$ cat src/rtl/fifo_pkg.sv
// Shared types and constants for the FIFO drain path.
// Skid depth is fixed at 2; occupancy counters are sized from it.
package fifo_pkg;
    localparam int DFLT_FIFO_WIDTH = 16;
    localparam int SKID_DEPTH      = 2;
    localparam int OCC_W           = $clog2(SKID_DEPTH + 1);

    typedef logic [DFLT_FIFO_WIDTH-1:0] fifo_word_t;
endpackage

$ cat src/rtl/fifo_skid_buf.sv
// Two-entry skid buffer: in-order storage with write and pop ports.
// Write lands at tail and is visible at head next cycle; caller must not write when full without popping.
module fifo_skid_buf
    import fifo_pkg::*;
#(
    parameter int W = DFLT_FIFO_WIDTH
) (
    input  logic             clk,
    input  logic             rst,
    input  logic             wr_en_i,
    input  logic [W-1:0]     wr_dat_i,
    input  logic             pop_i,
    output logic             vld_o,
    output logic [W-1:0]     rd_dat_o,
    output logic [OCC_W-1:0] count_o
);

    logic [W-1:0]     mem_q [SKID_DEPTH];
    logic             wr_ptr_q, wr_ptr_d;
    logic             rd_ptr_q, rd_ptr_d;
    logic [OCC_W-1:0] occ_q, occ_d;

    always_comb begin
        wr_ptr_d = wr_ptr_q ^ wr_en_i;
        rd_ptr_d = rd_ptr_q ^ pop_i;
        occ_d    = occ_q;
        case ({wr_en_i, pop_i})
            2'b10:   occ_d = occ_q + OCC_W'(1);
            2'b01:   occ_d = occ_q - OCC_W'(1);
            default: occ_d = occ_q;
        endcase
    end

    // Storage is cleared on reset so the output word reads as zero when empty.
    always_ff @(posedge clk) begin
        if (rst) begin
            for (int i = 0; i < SKID_DEPTH; i++) begin
                mem_q[i] <= '0;
            end
            wr_ptr_q <= 1'b0;
            rd_ptr_q <= 1'b0;
            occ_q    <= '0;
        end else begin
            if (wr_en_i) begin
                mem_q[wr_ptr_q] <= wr_dat_i;
            end
            wr_ptr_q <= wr_ptr_d;
            rd_ptr_q <= rd_ptr_d;
            occ_q    <= occ_d;
        end
    end

    assign vld_o    = (occ_q != '0);
    assign rd_dat_o = mem_q[rd_ptr_q];
    assign count_o  = occ_q;

    a_no_overflow: assert property (@(posedge clk) disable iff (rst)
        !(wr_en_i && !pop_i && (occ_q == OCC_W'(SKID_DEPTH))));
    a_no_underrun: assert property (@(posedge clk) disable iff (rst)
        pop_i |-> (occ_q != '0));

endmodule

$ cat src/rtl/fifo_drain_ctrl.sv
// FIFO consumer: gates rd_en on skid-buffer room, captures data_out a cycle later, streams it out.
// Optional saturating underflow counter under FIFO_DRAIN_UFLOW_CNT_EN.
module fifo_drain_ctrl
    import fifo_pkg::*;
#(
    parameter int FIFO_WIDTH  = DFLT_FIFO_WIDTH,
    parameter int SKID_DEPTH  = 2,
    parameter int UFLOW_CNT_W = 8
) (
    input  logic                   clk,
    input  logic                   rst,
    input  logic                   drain_en,
    input  logic                   fifo_empty,
    input  logic                   fifo_underflow,
    input  logic [FIFO_WIDTH-1:0]  fifo_data,
    output logic                   fifo_rd_en,
    output logic                   m_valid,
    input  logic                   m_ready,
    output logic [FIFO_WIDTH-1:0]  m_data,
    output logic                   idle
`ifdef FIFO_DRAIN_UFLOW_CNT_EN
    ,
    output logic [UFLOW_CNT_W-1:0] uflow_cnt
`endif
);

    logic             inflight_q, inflight_d;
    logic             pop;
    logic [OCC_W-1:0] occ;
    logic [OCC_W:0]   demand;

    assign pop = m_valid && m_ready;

    // Room check counts the word already on the FIFO data bus, credited by this cycle's pop.
    assign demand     = {1'b0, occ} + {{OCC_W{1'b0}}, inflight_q} - {{OCC_W{1'b0}}, pop};
    assign fifo_rd_en = drain_en && !fifo_empty && !rst && (demand < (OCC_W+1)'(SKID_DEPTH));
    assign inflight_d = fifo_rd_en;

    always_ff @(posedge clk) begin
        if (rst) begin
            inflight_q <= 1'b0;
        end else begin
            inflight_q <= inflight_d;
        end
    end

    fifo_skid_buf #(
        .W (FIFO_WIDTH)
    ) u_skid (
        .clk      (clk),
        .rst      (rst),
        .wr_en_i  (inflight_q),
        .wr_dat_i (fifo_data),
        .pop_i    (pop),
        .vld_o    (m_valid),
        .rd_dat_o (m_data),
        .count_o  (occ)
    );

    assign idle = (occ == '0) && !inflight_q;

`ifdef FIFO_DRAIN_UFLOW_CNT_EN
    logic [UFLOW_CNT_W-1:0] uflow_cnt_q, uflow_cnt_d;

    always_comb begin
        uflow_cnt_d = uflow_cnt_q;
        if (fifo_underflow && !(&uflow_cnt_q)) begin
            uflow_cnt_d = uflow_cnt_q + UFLOW_CNT_W'(1);
        end
    end

    always_ff @(posedge clk) begin
        if (rst) begin
            uflow_cnt_q <= '0;
        end else begin
            uflow_cnt_q <= uflow_cnt_d;
        end
    end

    assign uflow_cnt = uflow_cnt_q;
`else
    logic unused_uflow;
    assign unused_uflow = fifo_underflow;
`endif

endmodule

$ cat config.mk
export PLATFORM = sky130hd
export DESIGN_NAME = fifo_drain_ctrl
export DESIGN_NICKNAME = d
export VERILOG_FILES = /design/src/rtl/fifo_pkg.sv /design/src/rtl/fifo_skid_buf.sv /design/src/rtl/fifo_drain_ctrl.sv
export SDC_FILE = /design/constraint.sdc
export NUM_CORES = 1
export LEC_CHECK = 0
export CAP_MARGIN = 20
export CORE_MARGIN = 2
export CORE_UTILIZATION = 40
export CTS_BUF_LIST = sky130_fd_sc_hd__clkbuf_4
export DETAILED_ROUTE_END_ITERATION = 10
export PLACE_DENSITY = 0.69
export SLEW_MARGIN = 20
export SYNTH_ARGS = -nofsm -noshare
export SYNTH_HDL_FRONTEND = slang
export SYNTH_SLANG_ARGS = --single-unit
$ cat constraint.sdc
create_clock -name clk -period 5 [get_ports clk]
set_input_delay 1 -clock clk [delete_from_list [all_inputs] [get_ports clk]]
set_output_delay 1 -clock clk [all_outputs]
set_load 0.02 [all_outputs]
# Word-level counts from Yosys, hierarchy flattened
# Memories as Yosys holds them, arrays and structs flattened. A register that Yosys moved wholly into a read port is not among the register bits.
# Index checks and enable logic that the tools add are counted.
word_totals:
  rom_bits: 0
  mem_bits_rw: 32
  n_memories: 1
  reg_bits: 5
  elab_cells: 36
  in_bits: 22
  latch_bits: 0
mem_list:
  columns: ["memory", "depth", "width", "rd", "rd_ports_with_merged_regs", "wr", "line_no", "rtl"]
  rows:
  - ["u_skid.mem_q", 2, 16, 1, 1, 2, "fifo_skid_buf.sv:18", "logic [W-1:0] mem_q [SKID_DEPTH];"]
op_classes:
  reduce_logical: 12
  shift: 0
  n_addsub: 4
  n_div: 0
  n_mux: 10
  bitwise: 2
  eq_ne: 2
  magnitude_cmp: 1
  mul: 0
ops:
  columns: ["cell", "n"]
  rows:
  - ["$mux W16", 1]
  - ["$reduce_or A16 Y1", 1]
  - ["$mux W1", 8]
  - ["$logic_and A1 B1 Y1", 5]
  - ["$pmux W2 S2", 1]
  - ["$reduce_bool A2 Y1", 2]
  - ["$add A2 B1 Y3", 1]
  - ["$logic_not A1 Y1", 3]
  - ["$lt A3 B2 Y1 const B", 1]
  - ["$sub A3 B1 Y3", 1]
  - ["$add A2 B1 Y2 const B", 1]
  - ["$eq A2 B1 Y1 const B", 1]
  - ["$eq A2 B2 Y1 const B", 1]
  - ["$logic_not A2 Y1", 1]
  - ["$sub A2 B1 Y2 const B", 1]
  - ["$xor A1 B1 Y1", 2]

# Depth between registers and ports, before layout
# Gate-level depths: netlist of the first run.
logic_depth:
  depth_word: 5
  mapped_depth: 6
  mapped_depth_nobuf: 6

# Cells and area by module
# A second synthesis of the first run with hierarchy kept.
unflattened:
  hier_cells: 118
  hier_area_um2: 1699.1
by_module_without_submodules:
  columns: ["mod", "cells_each", "instances", "area_per_inst_um2", "seq_area_each_um2"]
  rows:
  - ["fifo_skid_buf", 107, 1, 1600.3, 1041.0]
  - ["fifo_drain_ctrl", 11, 1, 98.8, 20.0]

# Worst setup path before layout of the first run
# OpenSTA, ideal clock, no wires.
synth_timing:
  kind: "input-to-output"
  startpoint: "in m_ready"
  endpoint: "out fifo_rd_en"
  path_stages: 6
  arrival_time_ns: 2.246
  path_buffers: 0
  setup_slack_ns: 1.754
  cell_sequence: "nand2_1 > mux2i_1 > nand2_1 > fa_1 > nand4bb_1 > nor2_1"
synth_between:
  elab_chain_cells: 4
synth_rtl:
  columns: ["item", "line_no", "rtl"]
  rows:
  - ["start: declaration", "fifo_drain_ctrl.sv:18", "input logic m_ready,"]
  - ["$logic_and A1 B1 Y1", "fifo_drain_ctrl.sv:32", "assign pop = m_valid && m_ready;"]
  - ["$sub A3 B1 Y3", "fifo_drain_ctrl.sv:35", "assign demand = {1'b0, occ} + {{OCC_W{1'b0}}, inflight_q} - {{OCC_W{1'b0}}, pop};"]
  - ["$lt A3 B2 Y1", "fifo_drain_ctrl.sv:36", "assign fifo_rd_en = drain_en && !fifo_empty && !rst && (demand < (OCC_W+1)'(SKID_DEPTH));"]
  - ["$logic_and A1 B1 Y1", "fifo_drain_ctrl.sv:36", null]
  - ["end: declaration", "fifo_drain_ctrl.sv:16", "output logic fifo_rd_en,"]
# No other way between the ends.

# Worst setup path in the final report of the first run
# Ends and elaborated chain as after synthesis.

==> results of run 1 <==
==> placed cells by master (no fill, tap or decap), drive strengths merged, types with 2 or more instances in the layout <==
cell           Yosys  layout
nand2              2       2
or2                2       2
edfxtp            32      32
dfxtp              5       5
clkdlybuf4s50      0      39
inv                3       3
a21o               2       2
and2              32      32
nor2               8       8
clkbuf             0       7
mux2i              2       2
o21ai              2       2
xor2               2       2
mux2              16      16
==> final cells by class <==
| type | instances | area share |
|---|---|---|
| Sequential cell | 37 | 0.483 |
| Multi-Input combinational cell | 75 | 0.280 |
| Timing Repair Buffer | 39 | 0.178 |
| Tap cell | 50 | 0.0285 |
| Clock buffer | 7 | 0.0239 |
| Inverter | 3 | 0.00513 |
| Clock inverter | 1 | 0.00171 |
==> cell families after synthesis <==
logic type / share of synthesized area
AND/OR/NAND/NOR: 0.187
buffers and inverters: 0.0332
adder cells (fa/ha/maj): 0.0115
multiplexers: 0.115
flip-flops: 0.612
XOR/XNOR: 0.0152
AO/OA/AOI/OAI: 0.0260
==> flip-flops by register name (all words and copies together), names as in the netlist <==
register	cells
inflight_q	1
u_skid.wr_ptr_q	1
u_skid.mem_q	32
u_skid.rd_ptr_q	1
u_skid.count_o	2
==> metrics by stage <==
step	hold WS [ps]	std cells
4_1_cts	595	212
3_3_place_gp	542	204
5_1_grt	640	212
6_report	599	212
3_5_place_dp	588	204
2_1_floorplan	510	120
==> metal layers <==
| metal | global-route usage | vias up | part of all wire | routed length [um] |
|---|---|---|---|---|
| met4 | 0.0620 | 0 | 0.017 | 53 |
| li1 | - | 500 | - | - |
| met5 | 0 | - | 0 | 0 |
| met1 | 0.154 | 508 | 0.39 | 1220 |
| met2 | 0.240 | 28 | 0.54 | 1660 |
| met3 | 0.0625 | 6 | 0.049 | 150 |
==> path summary, 6_finish.rpt <==
kind                                    end  slack (ps)
max                              fifo_rd_en         630
min          u_skid.count_o[1]$_SDFFE_PP0P_         600
max reg2reg           inflight_q$_SDFF_PP0_        3200
min reg2reg  u_skid.count_o[1]$_SDFFE_PP0P_         600
==> Yosys cell counts <==
library cell,n,area share
sky130_fd_sc_hd__and4_1,1,0.0051
sky130_fd_sc_hd__buf_2,1,0.0029
sky130_fd_sc_hd__a21o_1,2,0.0087
sky130_fd_sc_hd__nand2_1,2,0.0043
sky130_fd_sc_hd__dfxtp_1,5,0.058
sky130_fd_sc_hd__mux2_2,16,0.10
sky130_fd_sc_hd__buf_4,1,0.0043
sky130_fd_sc_hd__xnor2_1,1,0.0051
sky130_fd_sc_hd__inv_1,3,0.0065
sky130_fd_sc_hd__and2_1,22,0.079
sky130_fd_sc_hd__nand2b_4,1,0.0079
sky130_fd_sc_hd__and2_4,10,0.051
sky130_fd_sc_hd__edfxtp_1,32,0.55
sky130_fd_sc_hd__mux2i_1,2,0.012
sky130_fd_sc_hd__buf_6,3,0.019
sky130_fd_sc_hd__or2_2,2,0.0072
sky130_fd_sc_hd__nand4bb_1,1,0.0065
sky130_fd_sc_hd__o21ai_0,2,0.0058
sky130_fd_sc_hd__fa_1,1,0.012
sky130_fd_sc_hd__nor2_4,2,0.013
sky130_fd_sc_hd__a2111oi_2,1,0.0087
sky130_fd_sc_hd__a21oi_1,1,0.0029
sky130_fd_sc_hd__xor2_1,2,0.010
sky130_fd_sc_hd__nor2_1,6,0.013
==> where the power goes <==
part	internal, uW	switching, uW
logic	44.7	35.9
clock network	65.0	91.6
registers	349	6.84
total	459	134
==> critical path, delay by kind of cell <==
| kind | cells | cell delay, ps |
|---|---|---|
| buffers and inverters | 2 | 1130 |
| adder cells (fa/ha/maj) | 1 | 500 |
| AND/OR/NAND/NOR | 4 | 450 |
| multiplexers | 1 | 270 |
==> Flow_metrics.wiki, run 1 <==
{| class="wikitable"
! Metric !! Value
|-
| Number of buffers inserted by port buffering || 39
|-
| Clock tree from TritonCTS || done
|-
| Post-layout instance area || 0.00220 mm^2
|-
| Max FO, Critical Path || 4
|-
| Overflow after GRT || 0
|-
| Slew Viols, Final || 0
|-
| DIE WIDTH || 69.8 um
|-
| H-tree levels || 2
|-
| Endpoints failing hold || 0
|-
| Number of cells on the worst hold path || 2
|-
| Residual DRC || 0
|-
| Detail-routed via count per cell || 4.92
|-
| Synthesized area per cell || 14.5 um^2
|-
| Layout-stage area growth over the synthesis result || 26.7%
|-
| Count of nets left with antenna violations after detail routing || 0
|-
| Starting utilization of the core area || 0.424
|-
| Antenna cell count || 0
|-
| Gate Count Post-Synth || 120
|-
| Number of buffers inserted for hold repair after clock tree synthesis || 0
|-
| Clock-pin slew on the worst setup and hold paths || 100 ps
|-
| Clk sink count || 37
|-
| Length in cells of the worst reg-to-reg path || 6
|-
| Worst min-delay path startpoint || u_skid.count_o[0]$_SDFFE_PP0P_
|-
| Vias after detailed routing || 1042
|-
| Maximum number of buffers from clock root to sink || 2
|-
| Static Leakage || 0.000832 uW
|-
| Setup repair after global routing missed its margin || no
|-
| Post-cts repair resize count || 0
|-
| Ratio of cells with drive above 1 in the final layout || 0.241
|-
| Reg2Reg Launch Point || u_skid.count_o[1]$_SDFFE_PP0P_
|-
| Required time at the endpoint of the critical path || 4000 ps
|-
| Arrival @ worst endpoint || 3370 ps
|-
| Maximum single-stage delay on the critical path || 610 ps
|-
| Worst IR Drop VDD || 0.105 mV
|-
| Drt wl/cell || 14.5 um
|-
| Worst hold path class || reg -> reg
|-
| Number of max-capacitance violations reported || 0
|-
| Worst setup EP type || output pin
|-
| CP startpoint kind || primary input
|-
| Worst path slowest cell || sky130_fd_sc_hd__clkdlybuf4s50_1
|-
| Routability Congestion || 0.645
|-
| Fin Clk Skew || 11.3 ps
|-
| Clock root buffer || sky130_fd_sc_hd__clkbuf_4
|-
| Final count of negative-setup-slack endpoints || 0
|-
| Setup_tns || 0 ps
|-
| Post-placement cell area || 0.00214 mm^2
|-
| Area occupied by multi-input gates || 616 um^2
|-
| Transition at the pin with the smallest max-transition slack || 803 ps
|-
| Final critical delay including setup and external delays || 4370 ps
|-
| Register area share after synthesis || 0.612
|-
| Vias in the first global route || 1122
|-
| Worst slew slack as a fraction of its limit || 0.464
|-
| Detailed-route wire length || 3.08 mm
|-
| Number of antenna violations at the first check in global routing || 0
|-
| Maximum operating frequency || 229 MHz
|-
| Register Area || 0.00106 mm^2
|-
| TritonCTS Buffers || 5
|-
| Floorplan die area || 0.00488 mm^2
|-
| Flip-flop and latch count after synthesis || 37
|-
| Clock Latency Late Sink || 330 ps
|-
| CORE AREA || 0.00409 mm^2
|-
| CP cell instances || clkdlybuf4s50_1 > nand2_1 > mux2i_1 > nand2_1 > fa_1 > nand4bb_1 > nor2_1 > clkdlybuf4s50_1
|-
| Number of distinct standard cells referenced by the synthesized netlist || 24
|-
| Worst slack, placed || 664 ps
|-
| Crit path from || m_ready
|-
| Count of synthesis-stage warnings from yosys || 0
|-
| Post-CTS Setup Bufs || 0
|-
| Status || complete, no violations
|-
| Number of nets in the layout || 184
|-
| Share of the clock period used by the worst path after layout || 0.874
|-
| P per Cell Area || 270 mW/mm^2
|-
| First-pass iteration count of the detailed router || 4
|-
| Net count after synthesis || 143
|-
| Die Height || 69.8 um
|-
| Worst setup slack after layout || 630 ps
|-
| Overall global routing resource usage || 0.142
|-
| First-iteration detailed-routing DRC count || 64
|-
| Total power draw || 593 uW
|-
| Worst Setup Path Type || in -> out
|-
| Cell area after synthesis || 0.00173 mm^2
|-
| Wire length of the first global-routing pass || 5.22 mm
|-
| Core Util, Final || 0.538
|-
| Largest net degree at the start of global routing || 18
|-
| I/O pins || 41
|-
| HPWL reported at the end of detailed placement || 2.04 mm
|-
| Site Rows || 23
|-
| Fillcell total || 367
|}
Note: power is estimated with default switching activity, not from simulation.
==> run 2, diff against run 1 <==
Settings changed: CELL_PAD_IN_SITES_DETAIL_PLACEMENT set to 0, CELL_PAD_IN_SITES_GLOBAL_PLACEMENT set to 1, MAX_ROUTING_LAYER set to met4, PLACE_DENSITY 0.69 to 0.82.
==> run 2 against run 1 <==
Against the previous run:
- fmax is 1.1% higher
- register-to-register slack better by 40 ps
- first-iteration DRC count is 6.3% lower
- clock-buffer cell count is 1 lower
- clock power hardly changed
- combinational power hardly changed
- sequential cell count stayed put
- global-route usage is 0.11 points lower
- largest cell class unchanged
- worst setup slack better by 49 ps
- cell area hardly changed
- critical endpoint unchanged
- clock skew is 2.0 ps lower
- core utilization hardly changed
==> Flow_metrics.wiki, run 2 (synthesis gave the netlist of run 1 again) <==
{| class="wikitable"
! Metric !! Value
|-
| Length in cells of the worst reg-to-reg path || 6 (unchanged)
|-
| Post-layout instance area || 0.00220 mm^2 (about the same)
|-
| P per Cell Area || 269 mW/mm^2 (-0.27%)
|-
| Vias after detailed routing || 1039 (-0.29%)
|-
| Commonest cells after routing, fill and taps aside || sky130_fd_sc_hd__clkdlybuf4s50_1, sky130_fd_sc_hd__edfxtp_1, sky130_fd_sc_hd__and2_1
|-
| Static Leakage || 0.000833 uW (+0.20%)
|-
| Number of cells on the worst hold path || 2 (unchanged)
|-
| HPWL reported at the end of detailed placement || 2.10 mm (+3.3%)
|-
| Clock tree from TritonCTS || done
|-
| Arrival @ worst endpoint || 3320 ps (-50 ps)
|-
| Residual DRC || 0 (unchanged)
|-
| Setup repair after global routing missed its margin || no
|-
| CP cell instances || clkdlybuf4s50_1 > nand2_1 > mux2i_1 > nand2_1 > fa_1 > nand4bb_1 > nor2_1 > clkdlybuf4s50_1
|-
| Maximum single-stage delay on the critical path || 610 ps (about the same)
|-
| Overall global routing resource usage || 0.141 (-0.00115)
|-
| Bufs and invs on worst path || 2 (unchanged)
|-
| Starting utilization of the core area || 0.424 (unchanged)
|-
| Vias in the first global route || 1128 (+0.53%)
|-
| Worst min-delay path startpoint || u_skid.count_o[0]$_SDFFE_PP0P_
|-
| Register name with the most flops || u_skid.mem_q
|-
| Count of nets left with antenna violations after detail routing || 0 (unchanged)
|-
| Slew Viols, Final || 0 (unchanged)
|-
| Share of the clock period used by the worst path after layout || 0.864 (-0.00972)
|-
| Post-placement cell area || 0.00214 mm^2 (unchanged)
|-
| First-pass iteration count of the detailed router || 4 (unchanged)
|-
| Reg-to-reg critical path endpoint || inflight_q$_SDFF_PP0_
|-
| Maximum number of buffers from clock root to sink || 2 (unchanged)
|-
| Worst path slowest cell || sky130_fd_sc_hd__clkdlybuf4s50_1
|-
| Status || complete, no violations
|-
| Post-CTS Setup Bufs || 0 (unchanged)
|-
| Die Height || 69.8 um (unchanged)
|-
| I/O pins || 41 (unchanged)
|-
| Endpoints failing hold || 0 (unchanged)
|-
| Antenna cell count || 0 (unchanged)
|-
| Largest delay share family, worst path || buffers and inverters
|-
| Drt wl/cell || 14.8 um (+1.9%)
|-
| Detail-routed via count per cell || 4.90 (-0.29%)
|-
| Fillcell total || 347 (-5.4%)
|-
| Worst Setup Path Type || in -> out
|-
| Number of max-capacitance violations reported || 0 (unchanged)
|-
| First-iteration detailed-routing DRC count || 60 (-6.3%)
|-
| Clk sink count || 37 (unchanged)
|-
| Clock Latency Late Sink || 330 ps (about the same)
|-
| Ratio of cells with drive above 1 in the final layout || 0.247 (+0.00617)
|-
| Site Rows || 23 (unchanged)
|-
| Detailed-route wire length || 3.14 mm (+1.9%)
|-
| Floorplan die area || 0.00488 mm^2 (unchanged)
|-
| Final count of negative-setup-slack endpoints || 0 (unchanged)
|-
| CORE AREA || 0.00409 mm^2 (unchanged)
|-
| Clock root buffer || sky130_fd_sc_hd__clkbuf_4
|-
| Routability Congestion || 0.697 (+8.0%)
|-
| Largest net degree at the start of global routing || 18 (unchanged)
|-
| Wire length of the first global-routing pass || 5.11 mm (-2.1%)
|-
| CP startpoint kind || primary input
|-
| Worst setup EP type || output pin
|-
| Number of nets in the layout || 184 (unchanged)
|-
| Commonest non-fill, non-tap cell in the layout || sky130_fd_sc_hd__clkdlybuf4s50_1
|-
| Layout-stage area growth over the synthesis result || 26.6% (about the same)
|-
| TritonCTS Buffers || 5 (unchanged)
|-
| Max FFs per register || 32 (unchanged)
|-
| Post-cts repair resize count || 0 (unchanged)
|-
| Number of antenna violations at the first check in global routing || 0 (unchanged)
|-
| Worst slew slack as a fraction of its limit || 0.433 (-0.0307)
|-
| H-tree levels || 2 (unchanged)
|-
| Worst IR Drop VDD || 0.164 mV (+57%)
|-
| Maximum operating frequency || 231 MHz (+1.1%)
|-
| Final critical delay including setup and external delays || 4320 ps (-48.6 ps)
|-
| Endpoint, Worst Hold || u_skid.count_o[1]$_SDFFE_PP0P_
|-
| Number of buffers inserted by port buffering || 39 (unchanged)
|-
| Clock-pin slew on the worst setup and hold paths || 110 ps (about the same)
|-
| Reg2Reg Launch Point || u_skid.count_o[1]$_SDFFE_PP0P_
|-
| Worst hold path class || reg -> reg
|-
| Setup_tns || 0 ps (unchanged)
|-
| Transition at the pin with the smallest max-transition slack || 849 ps (+46.0 ps)
|-
| Fin Clk Skew || 9.32 ps (-2.00 ps)
|-
| Overflow after GRT || 0 (unchanged)
|-
| Number of buffers inserted for hold repair after clock tree synthesis || 0 (unchanged)
|-
| DIE WIDTH || 69.8 um (unchanged)
|-
| Internal reg-to-reg setup slack || 3240 ps (+40 ps)
|-
| Total power draw || 591 uW (-0.33%)
|-
| Max FO, Critical Path || 4 (unchanged)
|-
| Required time at the endpoint of the critical path || 4000 ps (about the same)
|}
## run 2: final cells by class
type,instances,area [um^2],area share
clock inverter,2,10.0,0.00456
inverter,3,11.3,0.00513
clock buffer,6,45.0,0.0205
multi-input combinational,75,616,0.280
timing repair buffer,39,390,0.178
tap,50,62.6,0.0285
sequential,37,1060,0.483
## run 2: per-stage QoR
| stage | util | setup slack [ps] | std cells | hold slack, ps |
|---|---|---|---|---|
| after floorplan | - | 1750 | 120 | 510 |
| after global placement | 0.524 | 751 | 204 | 549 |
| after detailed placement | 0.524 | 666 | 204 | 566 |
| after CTS | 0.537 | 657 | 212 | 585 |
| after global routing | 0.537 | 539 | 212 | 623 |
| final | 0.537 | 679 | 212 | 573 |
## run 2: layer usage
layer | vias to the layer above | part of all wire | track usage
met3 | 2 | 0.042 | 0.0494
met2 | 27 | 0.53 | 0.248
met5 | - | 0 | -
li1 | 503 | - | -
met1 | 507 | 0.41 | 0.148
met4 | 0 | 0.0086 | 0.0449
## run 2: power breakdown
| part | internal, uW | switching, uW |
|---|---|---|
| Sequential | 349 | 6.99 |
| Clock | 59.0 | 95.3 |
| Combinational | 44.7 | 35.9 |
## run 2: worst max path at each step
| stage | from | to | depth (start not counted) |
|---|---|---|---|
| after floorplan | m_ready | fifo_rd_en | 6 |
| after global placement | m_ready | fifo_rd_en | 8 |
| after detailed placement | m_ready | fifo_rd_en | 8 |
| after CTS | m_ready | fifo_rd_en | 8 |
| after global routing | m_ready | fifo_rd_en | 8 |
| final | m_ready | fifo_rd_en | 8 |
## run 2: worst min-delay path, stage by stage (launching register included)
cell                        delay (ps)
sky130_fd_sc_hd__dfxtp_1           350
sky130_fd_sc_hd__inv_1             110
sky130_fd_sc_hd__a2111oi_2          70
==> run 3, diff against run 2 <==
Settings changed: CELL_PAD_IN_SITES_DETAIL_PLACEMENT 0 to not set, CELL_PAD_IN_SITES_GLOBAL_PLACEMENT 1 to not set, PLACE_DENSITY 0.82 to 0.69.
==> run 3 against run 2 <==
Against the previous run:
- total power increased by 0.29%
- register-to-register slack got worse by 40 ps
- hold slack improved by 27 ps
- clock-buffer cell count increased by 1
- clock skew increased by 0.57 ps
- wire length decreased by 1.9%
==> Flow_metrics.wiki, run 3 (synthesis gave the netlist of run 1 again) <==
{| class="wikitable"
! Metric !! Value
|-
| Total power draw || 593 uW (+0.29%)
|-
| Required time at the endpoint of the critical path || 4000 ps (about the same)
|-
| Wire length of the first global-routing pass || 5.23 mm (+2.4%)
|-
| Endpoints failing hold || 0 (unchanged)
|-
| Vias in the first global route || 1122 (-0.53%)
|-
| Core Util, Final || 0.538 (about the same)
|-
| Clock root buffer || sky130_fd_sc_hd__clkbuf_4
|-
| CORE AREA || 0.00409 mm^2 (unchanged)
|-
| Setup_tns || 0 ps (unchanged)
|-
| Number of max-capacitance violations reported || 0 (unchanged)
|-
| Residual DRC || 0 (unchanged)
|-
| Count of nets left with antenna violations after detail routing || 0 (unchanged)
|-
| Post-placement cell area || 0.00214 mm^2 (unchanged)
|-
| Max FFs per register || 32 (unchanged)
|-
| Ratio of cells with drive above 1 in the final layout || 0.241 (-0.00617)
|-
| Status || complete, no violations
|-
| Number of buffers inserted for hold repair after clock tree synthesis || 0 (unchanged)
|-
| Reg2Reg Launch Point || u_skid.count_o[1]$_SDFFE_PP0P_
|-
| Sequential group share of total power || 0.600 (-0.002)
|-
| First-pass iteration count of the detailed router || 4 (unchanged)
|-
| Maximum single-stage delay on the critical path || 610 ps (about the same)
|-
| H-tree levels || 2 (unchanged)
|-
| Worst hold path class || reg -> reg
|-
| Fin Clk Skew || 9.89 ps (+0.573 ps)
|-
| Share of the clock period used by the worst path after layout || 0.874 (+0.0101)
|-
| Worst path slowest cell || sky130_fd_sc_hd__clkdlybuf4s50_1
|-
| Clock-pin slew on the worst setup and hold paths || 100 ps (about the same)
|-
| Transition at the pin with the smallest max-transition slack || 801 ps (-47.5 ps)
|-
| Overall global routing resource usage || 0.146 (+0.00551)
|-
| Maximum operating frequency || 229 MHz (-1.2%)
|-
| Post-cts repair resize count || 0 (unchanged)
|-
| Commonest cells after routing, fill and taps aside || sky130_fd_sc_hd__clkdlybuf4s50_1, sky130_fd_sc_hd__edfxtp_1, sky130_fd_sc_hd__and2_1
|-
| HPWL reported at the end of detailed placement || 2.04 mm (-3.2%)
|-
| Worst setup slack after layout || 628 ps (-50.7 ps)
|-
| Commonest non-fill, non-tap cell in the layout || sky130_fd_sc_hd__clkdlybuf4s50_1
|-
| Post-layout instance area || 0.00220 mm^2 (about the same)
|-
| Maximum number of buffers from clock root to sink || 2 (unchanged)
|-
| Worst IR Drop VDD || 0.105 mV (-36%)
|-
| Clock power share || 0.264 (+0.003)
|-
| Vias after detailed routing || 1039 (unchanged)
|-
| Clock Latency Late Sink || 330 ps (about the same)
|-
| Die Height || 69.8 um (unchanged)
|-
| Final count of negative-setup-slack endpoints || 0 (unchanged)
|-
| Site Rows || 23 (unchanged)
|-
| Static Leakage || 0.000832 uW (-0.20%)
|-
| Worst min-delay path startpoint || u_skid.count_o[0]$_SDFFE_PP0P_
|-
| Number of buffers inserted by port buffering || 39 (unchanged)
|-
| Slew Viols, Final || 0 (unchanged)
|-
| Starting utilization of the core area || 0.424 (unchanged)
|-
| Power share of the combinational group || 0.136 (about the same)
|-
| Detailed-route wire length || 3.08 mm (-1.9%)
|-
| Arrival @ worst endpoint || 3370 ps (+50 ps)
|-
| Worst setup EP type || output pin
|-
| Crit path from || m_ready
|-
| CP startpoint kind || primary input
|-
| P_sw || 134 uW (-3.0%)
|-
| Routability Congestion || 0.651 (-6.6%)
|-
| Layout-stage area growth over the synthesis result || 26.7% (about the same)
|-
| CP cell instances || clkdlybuf4s50_1 > nand2_1 > mux2i_1 > nand2_1 > fa_1 > nand4bb_1 > nor2_1 > clkdlybuf4s50_1
|-
| I/O pins || 41 (unchanged)
|-
| Number of nets in the layout || 184 (unchanged)
|-
| TritonCTS Buffers || 5 (unchanged)
|-
| Clock tree from TritonCTS || done
|-
| Cell-internal power || 459 uW (+1.3%)
|-
| P per Cell Area || 270 mW/mm^2 (+0.23%)
|-
| First-iteration detailed-routing DRC count || 64 (+6.7%)
|-
| Largest net degree at the start of global routing || 18 (unchanged)
|-
| Floorplan die area || 0.00488 mm^2 (unchanged)
|-
| Switching part of the total || 0.226 (-0.00767)
|-
| Final critical delay including setup and external delays || 4370 ps (+50.7 ps)
|-
| DIE WIDTH || 69.8 um (unchanged)
|-
| Clk sink count || 37 (unchanged)
|-
| Detail-routed via count per cell || 4.90 (unchanged)
|-
| Bufs and invs on worst path || 2 (unchanged)
|-
| Worst Setup Path Type || in -> out
|-
| Max FO, Critical Path || 4 (unchanged)
|-
| Register name with the most flops || u_skid.mem_q
|-
| Setup repair after global routing missed its margin || no
|-
| Worst slew slack as a fraction of its limit || 0.465 (+0.0317)
|-
| Drt wl/cell || 14.5 um (-1.9%)
|-
| Post-CTS Setup Bufs || 0 (unchanged)
|-
| Largest delay share family, worst path || buffers and inverters
|-
| Overflow after GRT || 0 (unchanged)
|-
| Number of antenna violations at the first check in global routing || 0 (unchanged)
|-
| Worst slack, placed || 664 ps (-1.31 ps)
|-
| Antenna cell count || 0 (unchanged)
|}
run 3: changes by cell type in the layout (fill, tap and decap cells not counted), sizes merged:
cell,change
clkinv,-1
clkbuf,+1
run 3: layout make-up:
class                   count  area, um^2
clock buffers               7        52.6
flip-flops and latches     37        1060
inverters                   3        11.3
fillers                   367        1890
clock inverters             1        3.75
repair buffers             39         390
multi-input cells          75         616
well taps                  50        62.6
run 3: path summary, 6_finish.rpt:
| check | endpoint | cells after the start | slack (ps) |
|---|---|---|---|
| worst max-delay path | fifo_rd_en | 8 | 630 |
| worst max register to register | inflight_q$_SDFF_PP0_ | 6 | 3200 |
| worst min register to register | u_skid.count_o[1]$_SDFFE_PP0P_ | 2 | 600 |
| worst min-delay path | u_skid.count_o[1]$_SDFFE_PP0P_ | 2 | 600 |
run 3: metal layers:
metal | GRT usage | part of all wire | wire length, um | vias to the layer above
met5 | - | 0 | 0 | -
met4 | 0.0620 | 0.017 | 53 | 0
met3 | 0.0581 | 0.042 | 129 | 6
met2 | 0.240 | 0.54 | 1650 | 28
met1 | 0.157 | 0.41 | 1250 | 505
li1 | - | - | - | 500
run 3: worst register-to-register path, stage by stage, from the launching register on:
cell                        delay, ps
sky130_fd_sc_hd__dfxtp_1          500
sky130_fd_sc_hd__nand2_1          120
sky130_fd_sc_hd__mux2i_1          270
sky130_fd_sc_hd__nand2_1          110
sky130_fd_sc_hd__fa_1             500
sky130_fd_sc_hd__nand4bb_1        130
sky130_fd_sc_hd__nor2_1           110
run 3: per-stage QoR:
| step | hold WS (ps) | instances |
|---|---|---|
| 2_1_floorplan | 510 | 120 |
| 3_3_place_gp | 542 | 204 |
| 3_5_place_dp | 588 | 204 |
| 4_1_cts | 595 | 212 |
| 5_1_grt | 640 | 212 |
| 6_report | 600 | 212 |
run 3: power by group through the flow:
| stage | logic [uW] | clock network [uW] | registers, uW |
|---|---|---|---|
| 3_3_place_gp | 79.8 | 0 | 362 |
| 2_1_floorplan | 42.2 | 0 | 359 |
| 6_report | 80.6 | 156 | 356 |
| 3_5_place_dp | 81.0 | 0 | 363 |
| 4_1_cts | 81.6 | 162 | 356 |
| 5_1_grt | 85.9 | 182 | 358 |
